**src/rtl/jr_redirect_unit.sv**
```systemverilog
// Return-address stack with JR misprediction redirect/flush sequencing.
// Optional build macro JR_REDIRECT_STATS_EN adds a saturating mispredict counter.
module jr_redirect_unit #(
  parameter int unsigned DEPTH  = 8,
  parameter int unsigned ADDR_W = 32
) (
  input  logic              clk,
  input  logic              rst_n,
  input  logic              stall,
  input  logic              jal_valid,
  input  logic [ADDR_W-1:0] jal_pc,
  input  logic              jr_valid,
  input  logic [ADDR_W-1:0] jr_rs_value,
  output logic [ADDR_W-1:0] pred_pc,
  output logic              redirect_valid,
  output logic [ADDR_W-1:0] redirect_pc,
  output logic              flush_ifid,
  output logic              ras_empty,
  output logic              ras_full
`ifdef JR_REDIRECT_STATS_EN
  ,
  output logic [15:0]       mispredict_cnt
`endif
);

  localparam int unsigned PTR_W = $clog2(DEPTH);
  localparam int unsigned CNT_W = PTR_W + 1;

  localparam logic [1:0] IDLE     = 2'd0;
  localparam logic [1:0] REDIRECT = 2'd1;
  localparam logic [1:0] FLUSH    = 2'd2;

  logic [ADDR_W-1:0] mem_q [DEPTH];
  logic [PTR_W-1:0]  ptr_q, ptr_d, top_idx, wr_idx;
  logic [CNT_W-1:0]  cnt_q, cnt_d;
  logic [1:0]        state_q, state_d;
  logic              redirect_valid_q, redirect_valid_d;
  logic              flush_q, flush_d;
  logic [ADDR_W-1:0] redirect_pc_q, redirect_pc_d;
  logic [ADDR_W-1:0] top_val, push_val;
  logic              empty, full, pop_en, push_en;

  // ptr_q is the next free slot; the top entry sits one below it
  assign top_idx  = ptr_q - PTR_W'(1);
  assign top_val  = mem_q[top_idx];
  assign empty    = (cnt_q == '0);
  assign full     = (cnt_q == CNT_W'(DEPTH));
  assign push_val = jal_pc + ADDR_W'(4);

  assign pred_pc        = empty ? '0 : top_val;
  assign ras_empty      = empty;
  assign ras_full       = full;
  assign redirect_valid = redirect_valid_q;
  assign redirect_pc    = redirect_pc_q;
  assign flush_ifid     = flush_q;

  always_comb begin
    state_d       = state_q;
    ptr_d         = ptr_q;
    cnt_d         = cnt_q;
    redirect_pc_d = redirect_pc_q;
    pop_en        = 1'b0;
    push_en       = 1'b0;
    wr_idx        = ptr_q;
    if (!stall) begin
      case (state_q)
        IDLE: begin
          pop_en  = jr_valid && !empty;
          push_en = jal_valid;
          if (jr_valid && (empty || (top_val != jr_rs_value))) begin
            state_d       = REDIRECT;
            redirect_pc_d = jr_rs_value;
          end
        end
        REDIRECT: state_d = FLUSH;
        default:  state_d = IDLE;
      endcase
      // pop-then-push in one cycle replaces the top entry in place
      if (pop_en && push_en) begin
        wr_idx = top_idx;
      end else if (pop_en) begin
        ptr_d = top_idx;
        cnt_d = cnt_q - CNT_W'(1);
      end else if (push_en) begin
        ptr_d = ptr_q + PTR_W'(1);
        if (!full) cnt_d = cnt_q + CNT_W'(1);
      end
    end
    redirect_valid_d = (state_d == REDIRECT);
    flush_d          = (state_d != IDLE);
  end

  always_ff @(posedge clk or negedge rst_n) begin
    if (!rst_n) begin
      state_q          <= IDLE;
      ptr_q            <= '0;
      cnt_q            <= '0;
      redirect_valid_q <= 1'b0;
      flush_q          <= 1'b0;
      redirect_pc_q    <= '0;
    end else begin
      state_q          <= state_d;
      ptr_q            <= ptr_d;
      cnt_q            <= cnt_d;
      redirect_valid_q <= redirect_valid_d;
      flush_q          <= flush_d;
      redirect_pc_q    <= redirect_pc_d;
    end
  end

  // Entries are only visible through cnt_q, so they carry no reset
  always_ff @(posedge clk) begin
    if (push_en) mem_q[wr_idx] <= push_val;
  end

`ifdef JR_REDIRECT_STATS_EN
  logic [15:0] mis_cnt_q;

  always_ff @(posedge clk or negedge rst_n) begin
    if (!rst_n) begin
      mis_cnt_q <= '0;
    end else if ((state_q == IDLE) && (state_d == REDIRECT) && (mis_cnt_q != 16'hFFFF)) begin
      mis_cnt_q <= mis_cnt_q + 16'd1;
    end
  end

  assign mispredict_cnt = mis_cnt_q;
`endif

endmodule
```
**config.mk**
```make
export PLATFORM = sky130hd
export DESIGN_NAME = jr_redirect_unit
export DESIGN_NICKNAME = d
export VERILOG_FILES = /design/src/rtl/jr_redirect_unit.sv
export SDC_FILE = /design/constraint.sdc
export NUM_CORES = 1
export LEC_CHECK = 0
export ABC_AREA = 1
export ABC_CLOCK_PERIOD_IN_PS = 6300
export CORE_MARGIN = 4
export CORE_UTILIZATION = 51
export CTS_CLUSTER_DIAMETER = 30
export DETAILED_ROUTE_END_ITERATION = 16
export GPL_ROUTABILITY_DRIVEN = 0
export PLACE_DENSITY = 0.71
export REMOVE_ABC_BUFFERS = 1
export SYNTH_ARGS = -nofsm -noshare
export SYNTH_HDL_FRONTEND = slang
export SYNTH_SLANG_ARGS = --single-unit
```
**constraint.sdc**
```tcl
create_clock -name clk -period 6.3 [get_ports clk]
set_input_delay 0.945 -clock clk [delete_from_list [all_inputs] [get_ports clk]]
set_output_delay 0.945 -clock clk [all_outputs]
set_load 0.01 [all_outputs]
```
* After elaboration in Yosys (flattened, before gate mapping) *
Memory sizes are Yosys's and may differ from the RTL's.
Cells that the tools add are included.

cells by class
  add/subtract/negate cells = 5
  multipliers = 0
  div/mod/pow operators = 0
  order comparisons = 0
  equality and inequality tests = 5
  shift operators = 0
  mux-type cells = 18
  bitwise logic cells = 2
  reduce and logical (&&, ||, !) cells = 12

operators by type and width
  operator                                                                  number
  32-bit by 3-bit adder with 32-bit output (second input constant)          1
  32-bit two-way mux                                                        1
  32-bit inequality test                                                    1
  3-bit two-way mux                                                         4
  4-bit two-way mux                                                         3
  1-bit two-way mux                                                         7
  3-bit AND reduction                                                       2
  4-bit by 1-bit adder with 4-bit output (second input constant)            1
  2-bit by 1-bit == test with 1-bit output (second input constant)          2
  4-bit == test (second input constant)                                     1
  4-bit logical NOT                                                         1
  2-bit two-way mux                                                         2
  2-bit one-hot mux with 2 select lines                                     1
  4-bit AND reduction                                                       1
  2-bit nonzero test                                                        2
  4-bit by 1-bit subtractor with 4-bit output (second input constant)       1
  3-bit by 1-bit adder with 3-bit output (second input constant)            1
  1-bit logical AND                                                         3
  3-bit by 1-bit subtractor with 3-bit output (second input constant)       1
  2-bit logical NOT                                                         1
  2-bit by 1-bit inequality test with 1-bit output (second input constant)  1
  1-bit inverter                                                            2
  1-bit logical NOT                                                         1
  1-bit logical OR                                                          1

word-level totals
  bits in registers = 43
  bits in latches = 0
  bits in writable memories = 256
  bits in read-only memories = 0
  input port bits = 69
  output and inout port bits = 68
  word-level logic and storage cells = 49
  memories = 1

memories
  name   words  width  read ports  clocked after memory_dff  write ports  line  source
  mem_q  8      32     1           0                         1            33    logic [ADDR_W-1:0] mem_q [DEPTH];

* Logic depth before layout (Yosys ltp) *
Gate-level depths: netlist of run 1.
An unclocked memory read counts as a cell.

  depth in word-level cells = 9
  depth in mapped cells = 24
  gate-level depth less buffers = 18

* Least setup slack after synthesis of run 1 *
Ideal clock, no wire load.

  kind = register to register
  start = register ptr_q[0]
  end = memory mem_q[2][0], enable pin
  library setup time = 421 ps
  arrival time = 3405 ps
  required time = 5879 ps
  slack = 2473 ps
  stages on the path, launching flop included = 13
  buffers on the path = 5
  period minus slack after synthesis = 3827 ps
  cell sequence = dfrtp_1 -> buf_2 -> inv_2 -> buf_2 -> buf_2 -> ha_1 -> buf_2 -> inv_2 -> clkbuf_1 -> nand2_1 -> o21ai_0 -> nand2_1 -> nor2_1

between the ends
  cells in the longest elaborated chain, start to end = 3

RTL lines
  item                                         line  source
  start, declared                              34    logic [PTR_W-1:0] ptr_q, ptr_d, top_idx, wr_idx;
  start signal, assigned                       103   ptr_q <= ptr_d;
  3-bit by 1-bit subtractor with 3-bit output  44    assign top_idx = ptr_q - PTR_W'(1);
  3-bit two-way mux                            79    if (pop_en && push_en) begin
  3-bit two-way mux *                          65    if (!stall) begin
  end, declared                                33

Mark *: on every way between the ends. The rest lies on a longest branch, timed or not.

* Worst setup path in the final report of run 1 *
  start = register ptr_q[0]
  end = output pred_pc[27]

between the ends
  cells in the longest elaborated chain, start to end = 3

RTL lines
  item                                         line  source
  3-bit by 1-bit subtractor with 3-bit output  44
  memory 8 x 32 bit                            --
  32-bit two-way mux                           50    assign pred_pc = empty ? '0 : top_val;
  end, declared                                14    output logic [ADDR_W-1:0] pred_pc,

No other way between the ends.

==> flow_metrics.tcl, run 1 <==
set metrics [dict create \
    status "finished, final reports clean" \
    post-cts-setup-buffer-count 0 \
    detail_route.wl_per_cell_um 18.9 \
    synthTopCellsByArea "edfxtp_1 (56%), nand2_1 (9.8%), dfrtp_1 (7.9%), nand3_1 (6.4%), nor2_1 (5.4%)" \
    synth.cell_area_um2 13600 \
    synth_edf_count 256 \
    synth_cell_type_count 31 \
    synth_common_cells "nand2_1 (357), edfxtp_1 (256), nor2_1 (195)" \
    dieHeight_um 171 \
    nets 1632 \
    pwr-share-clk_pct 31.1 \
    dp_hpwl_um 21200 \
    syn2layout_area_growth_pct 27.7 \
    cts.htree.levels 2 \
    wirelength_um 36600 \
    overflow 0 \
    yosysTopAreaCell "edfxtp_1" \
    grt_pass1_vias 10400 \
    cp-end-kind "primary output" \
    hold_path.class "reg -> reg" \
    ys.flop_type "edfxtp_1" \
    fillCellCount 1913 \
    clk_pin_slew_ns 0.05 \
    r2r_slack_ns 1.43 \
    rows 59 \
    share_seq_of_total_power_pct 24.7 \
    fin_area_um2 17400 \
    period_share_pct 85.1 \
    grt_pass1_wl_um 56400 \
    track_usage_pct 24.9 \
    synth_top_area_share_pct 56.4 \
    cts_resized 0 \
    p_switching_w 0.00396 \
    finalPower_w 0.0102 \
    syn_area_per_cell_um2 9.72 \
    cp.required_ns 5.35 \
    worst-setup-path-type "reg -> out" \
    rsz0062_at_grt "false" \
    power_frac_comb_pct 44.2 \
    hold_buffers 0 \
    timing.hold.worst_path_depth 2 \
    slew_violations 0 \
    yosysSeqAreaShare_pct 64.3 \
    initial_utilization_pct 52.0 \
    cts_tree "yes" \
    worstMarginPinSlew_ns 1.06 \
    period_minus_slack_ns 5.36 \
    dpl_cell_area_um2 15300 \
    synthArstFlopShare_pct 14.4 \
    yosysMostFrequentCell "nand2_1" \
    ir_drop_uv 382 \
    cp.arrival_ns 4.42 \
    grtUsageMet1_pct 33.6 \
    reg2regPathDepth 16 \
    use_met2_pct 40.9 \
    drt_iter0_drc 974 \
    p_int_w 0.00628 \
    core_um2 26200 \
    leakagePower_nw 7.27 \
    startpoint_type "flop" \
    dr.pass1.iters 7 \
    die_w_um 171 \
    maxSlewHeadroom_pct 29.2 \
    ant_nets 0 \
    clkSinkCount 299 \
    synth_cells 1402 \
    drc 0 \
    p_sw_share_pct 38.7 \
    max_freq_mhz 186 \
    hold_end "redirect_pc[15]" \
    numPlacedInstances 1832 \
    antennaDiodeCount 0 \
    ys_seq_elements 299 \
    io_buffer_count 136 \
    clk_path_buf_depth 3 \
    cp_max_fo 65 \
    fin_tns_setup_ns 0 \
    setup_viol 0 \
    dr_total_vias 10500 \
    viasPerCell 5.41 \
    antenna_found_initial 0 \
    power.density_nw_per_um2 588 \
    drive_gt1_share_pct 8.84 \
    r2r-start "ptr_q[0]" \
    cts-root-buf "clkbuf_16" \
    finalClockSkew_ns 0.0111 \
    final_core_util_pct 66.4 \
    ys_warn_count 0 \
    min_from "redirect_pc[15]" \
    maxCapViolCount 0 \
    stdcell_count 1942 \
    grtUsageMet3_pct 4.62 \
    io_pins 137 \
    hold_violations 0 \
    top_usage_layer "met2" \
    cts_buffers 58 \
    clk_latency_ns 0.57 \
    grt_start_max_net_pins 97 \
    die-area_um2 29400 \
    reg2reg_to "flush_ifid" \
]
## power by group through the flow
stage | Sequential (W) | Clock [W] | Combinational, W
after global routing | 0.00255 | 0.00331 | 0.00498
after detailed placement | 0.00256 | 0 | 0.00447
after floorplan | 0.00263 | 0 | 0.00241
after global placement | 0.00256 | 0 | 0.00441
after CTS | 0.00253 | 0.00321 | 0.00451
final | 0.00253 | 0.00319 | 0.00452
## layout make-up
class                   count  area, um^2  share of cell area, %
clock buffers              67        1530                   8.77
clock inverters            43         546                   3.13
inverters                 154         578                   3.32
multi-input cells         887        4050                   23.3
flip-flops and latches    299        8770                   50.4
well taps                 335         419                   2.41
repair buffers            157        1510                   8.70
## how the worst max path moves through the flow
| stage | start | cells past startpoint | end |
|---|---|---|---|
| global placement | ptr_q[0] | 16 | flush_ifid |
| finish | ptr_q[0] | 11 | pred_pc[27] |
| global route | ptr_q[0] | 11 | pred_pc[22] |
| detailed placement | ptr_q[0] | 16 | flush_ifid |
| floorplan | ptr_q[0] | 8 | mem_q[1][0] |
| CTS | ptr_q[0] | 11 | pred_pc[27] |
## through the flow
stage / setup slack, ns / hold WS [ns]
after floorplan: -1.93 / 0.467
after global placement: 1.55 / 0.456
after detailed placement: 1.49 / 0.458
after CTS: 0.931 / 0.470
after global routing: 0.729 / 0.493
final: 0.937 / 0.465
## state kept, by name, summed over array words and instances, names as in the netlist
name	cells
redirect_pc	32
cnt_q	4
flush_ifid	1
redirect_valid	1
state_q	2
ptr_q	3
mem_q	256
## worst max-delay path, stage by stage (launching register included)
cell	delay, ns
dfrtp_4	0.65
inv_2	0.09
buf_4	0.53
ha_2	0.43
inv_2	0.61
buf_4	0.46
nor2_1	0.09
o21ai_0	0.10
nand3_1	0.11
nand2_1	0.15
nor2_1	0.08
clkdlybuf4s50_1	0.51
## cells by family after synthesis
family | share of synthesized area [%]
AO/OA/AOI/OAI | 3.08
XOR/XNOR | 2.37
adder cells (fa/ha/maj) | 0.606
buffers and inverters | 6.25
flip-flops | 64.3
AND/OR/NAND/NOR | 23.4
## per-layer routing
layer / vias up / wire length (um) / share of wire, %
met3: 57 / 3240 / 8.8
li1: 4936 / - / -
met4: 0 / 730 / 2.0
met2: 517 / 17600 / 48
met1: 4999 / 15000 / 41
met5: - / 0 / 0
## cell usage in the layout, fill, tap and decap left out, drive strengths merged, types with 3 or more instances in the layout
cell           synthesis  final
ha                     5      5
nand2                358    358
nor4                   3      3
o21ai                 72     72
clkinv                 0     24
xnor2                  9      9
nand3                174    174
nand3b                15     15
xor2                  27     27
buf                   34     22
bufinv                 0     10
nor3                   8      8
inv                  154    157
dfrtp                 43     43
a21oi                  9      9
nor2                 195    195
clkinvlp               0      6
clkdlybuf4s50          0    135
edfxtp               256    256
clkbuf                28     67
nand4                  4      4
Note: power is estimated with default switching activity, not from simulation.
==> run 2, diff against run 1 <==
--- a/config.mk
+++ b/config.mk
@@ -6,12 +6,12 @@
 export NUM_CORES = 1
 export LEC_CHECK = 0
 export ABC_AREA = 1
-export ABC_CLOCK_PERIOD_IN_PS = 6300
+export ABC_CLOCK_PERIOD_IN_PS = 5360
 export CORE_MARGIN = 4
 export CORE_UTILIZATION = 51
 export CTS_CLUSTER_DIAMETER = 30
 export DETAILED_ROUTE_END_ITERATION = 16
-export GPL_ROUTABILITY_DRIVEN = 0
+export GPL_ROUTABILITY_DRIVEN = 1
 export PLACE_DENSITY = 0.71
 export REMOVE_ABC_BUFFERS = 1
 export SYNTH_ARGS = -nofsm -noshare
==> constraint.sdc (replaced) <==
create_clock -name clk -period 5.36 [get_ports clk]
set_input_delay 0.804 -clock clk [delete_from_list [all_inputs] [get_ports clk]]
set_output_delay 0.804 -clock clk [all_outputs]
set_load 0.01 [all_outputs]
==> run 2 against run 1 <==
Against the previous run:
- critical path depth shrank 1
- largest cell class unchanged
- design area grew 0.42%
- critical endpoint unchanged
- utilization grew 0.28 points
- largest power group unchanged
- critical path type unchanged
==> flow_metrics.tcl, run 2 (synthesis results as in run 1) <==
set metrics [dict create \
    drt_iter0_drc 924 \
    core_um2 26200 \
    ir_drop_uv 510 \
    post-cts-setup-buffer-count 0 \
    p_switching_w 0.00464 \
    dr_total_vias 10400 \
    die-area_um2 29400 \
    timing.final.ws_setup_ns 0.647 \
    dpl_cell_area_um2 15400 \
    cp_max_fo 48 \
    period_minus_slack_ns 4.71 \
    power.density_nw_per_um2 687 \
    cp.arrival_ns 3.91 \
    worstMarginPinSlew_ns 0.980 \
    fin_area_um2 17500 \
    antennaDiodeCount 0 \
    cp-end-kind "primary output" \
    hold_path.class "in -> async" \
    power_frac_comb_pct 43.7 \
    maxSlewHeadroom_pct 34.7 \
    reg2regPathDepth 15 \
    grt_start_max_net_pins 88 \
    cts.htree.levels 2 \
    leakagePower_nw 7.32 \
    final_common_cell "nand2_1" \
    cts_buffers 61 \
    clkSinkCount 299 \
    dieHeight_um 171 \
    track_usage_pct 24.9 \
    reg2reg_to "redirect_valid" \
    rows 59 \
    dp_hpwl_um 21200 \
    worst-setup-path-type "reg -> out" \
    hold_buffers 0 \
    status "finished, final reports clean" \
    hold_violations 0 \
    clk_path_buf_depth 3 \
    die_w_um 171 \
    cts-root-buf "clkbuf_16" \
    top_register "mem_q" \
    r2r-start "ptr_q[0]" \
    p_int_w 0.00736 \
    largest_reg_flops 256 \
    place_ws_ns 0.882 \
    antenna_found_initial 0 \
    mostFrequentLayoutCells "nand2_1 (357), edfxtp_1 (256), nor2_1 (187)" \
    initial_utilization_pct 52.0 \
    slew_violations 0 \
    drc 0 \
    ant_nets 0 \
    finalClockSkew_ns 0.0140 \
    viasPerCell 5.33 \
    slowest_delay_ns 0.77 \
    path_cells "inv_2 > ha_2 > inv_2 > buf_4 > nor2_1 > o21ai_0 > nand3_1 > nand2_1 > nor2_1 > clkdlybuf4s50_1" \
    clk_latency_ns 0.58 \
    maxCapViolCount 0 \
    rsz0062_at_grt "false" \
    detail_route.wl_per_cell_um 18.4 \
    pwr-share-clk_pct 31.5 \
    fin_tns_setup_ns 0 \
    cts_tree "yes" \
    grt_pass1_vias 10200 \
    setup_viol 0 \
    cp_slowest_cell "dfrtp_4" \
    cp.required_ns 4.56 \
    nets 1639 \
    io_buffer_count 136 \
    cts_resized 0 \
    clk_pin_slew_ns 0.05 \
    grt_pass1_wl_um 56200 \
    max_freq_mhz 212 \
    p_sw_share_pct 38.6 \
    period_share_pct 87.9 \
    startpoint_type "flop" \
    share_seq_of_total_power_pct 24.9 \
    gp_congestion 0.819 \
    overflow 0 \
    r2r_slack_ns 0.91 \
    wirelength_um 35900 \
    dr.pass1.iters 6 \
    syn2layout_area_growth_pct 28.2 \
    drive_gt1_share_pct 9.10 \
    io_pins 137 \
]
==> run 2: how the worst max path moves through the flow <==
stage | startpoint | endpoint
floorplan | ptr_q[0] | mem_q[1][0]
global placement | jal_pc[2] | mem_q[0][26]
detailed placement | jal_pc[2] | mem_q[0][26]
CTS | ptr_q[0] | pred_pc[27]
global route | ptr_q[0] | pred_pc[27]
finish | ptr_q[0] | pred_pc[27]
==> run 2: critical path: cells and delay by family (launching register included) <==
kind	cells	cell delay, ns
compound gates	1	0.11
fa+ha+maj	1	0.30
buf+inv	4	1.63
flops	1	0.77
simple gates	4	0.47
==> run 2: power groups by stage <==
stage                     logic [W]  registers (W)  clock network (W)
final                       0.00524        0.00299            0.00378
after global routing        0.00583        0.00302            0.00394
after CTS                   0.00526        0.00299            0.00381
after detailed placement    0.00522        0.00302                  0
after global placement      0.00512        0.00302                  0
after floorplan             0.00284        0.00310                  0
==> run 2: layout make-up <==
class / count / area, um^2
flip-flops and latches: 299 / 8770
well taps: 335 / 419
clock buffers: 62 / 1530
repair buffers: 161 / 1560
inverters: 154 / 578
clock inverters: 52 / 573
multi-input cells: 887 / 4050
fillers: 1958 / 8730
==> run 2: routing by layer <==
| layer | vias to the layer above | GRT usage, % | wire length (um) |
|---|---|---|---|
| met5 | - | 0 | 0 |
| met4 | 0 | 7.82 | 772 |
| met1 | 4880 | 34.4 | 14600 |
| met3 | 61 | 5.15 | 3480 |
| li1 | 4967 | - | - |
| met2 | 485 | 39.9 | 17000 |
==> run 2: through the flow <==
step / hold slack [ns] / utilization (%) / power [W] / instances
3_5_place_dp: 0.458 / 58.7 / 0.00824 / 1836
4_1_cts: 0.366 / 66.7 / 0.0121 / 1950
2_1_floorplan: 0.467 / - / 0.00593 / 1340
3_3_place_gp: 0.458 / 58.7 / 0.00814 / 1836
6_report: 0.348 / 66.7 / 0.0120 / 1950
5_1_grt: 0.400 / 66.7 / 0.0128 / 1950
==> run 3, diff against run 2 <==
--- a/config.mk
+++ b/config.mk
@@ -6,12 +6,10 @@
 export NUM_CORES = 1
 export LEC_CHECK = 0
 export ABC_AREA = 1
-export ABC_CLOCK_PERIOD_IN_PS = 5360
 export CORE_MARGIN = 4
 export CORE_UTILIZATION = 51
 export CTS_CLUSTER_DIAMETER = 30
 export DETAILED_ROUTE_END_ITERATION = 16
-export GPL_ROUTABILITY_DRIVEN = 1
 export PLACE_DENSITY = 0.71
 export REMOVE_ABC_BUFFERS = 1
 export SYNTH_ARGS = -nofsm -noshare
==> results of run 3 <==
Final layout, timing and power as in run 2 (identical DEF).
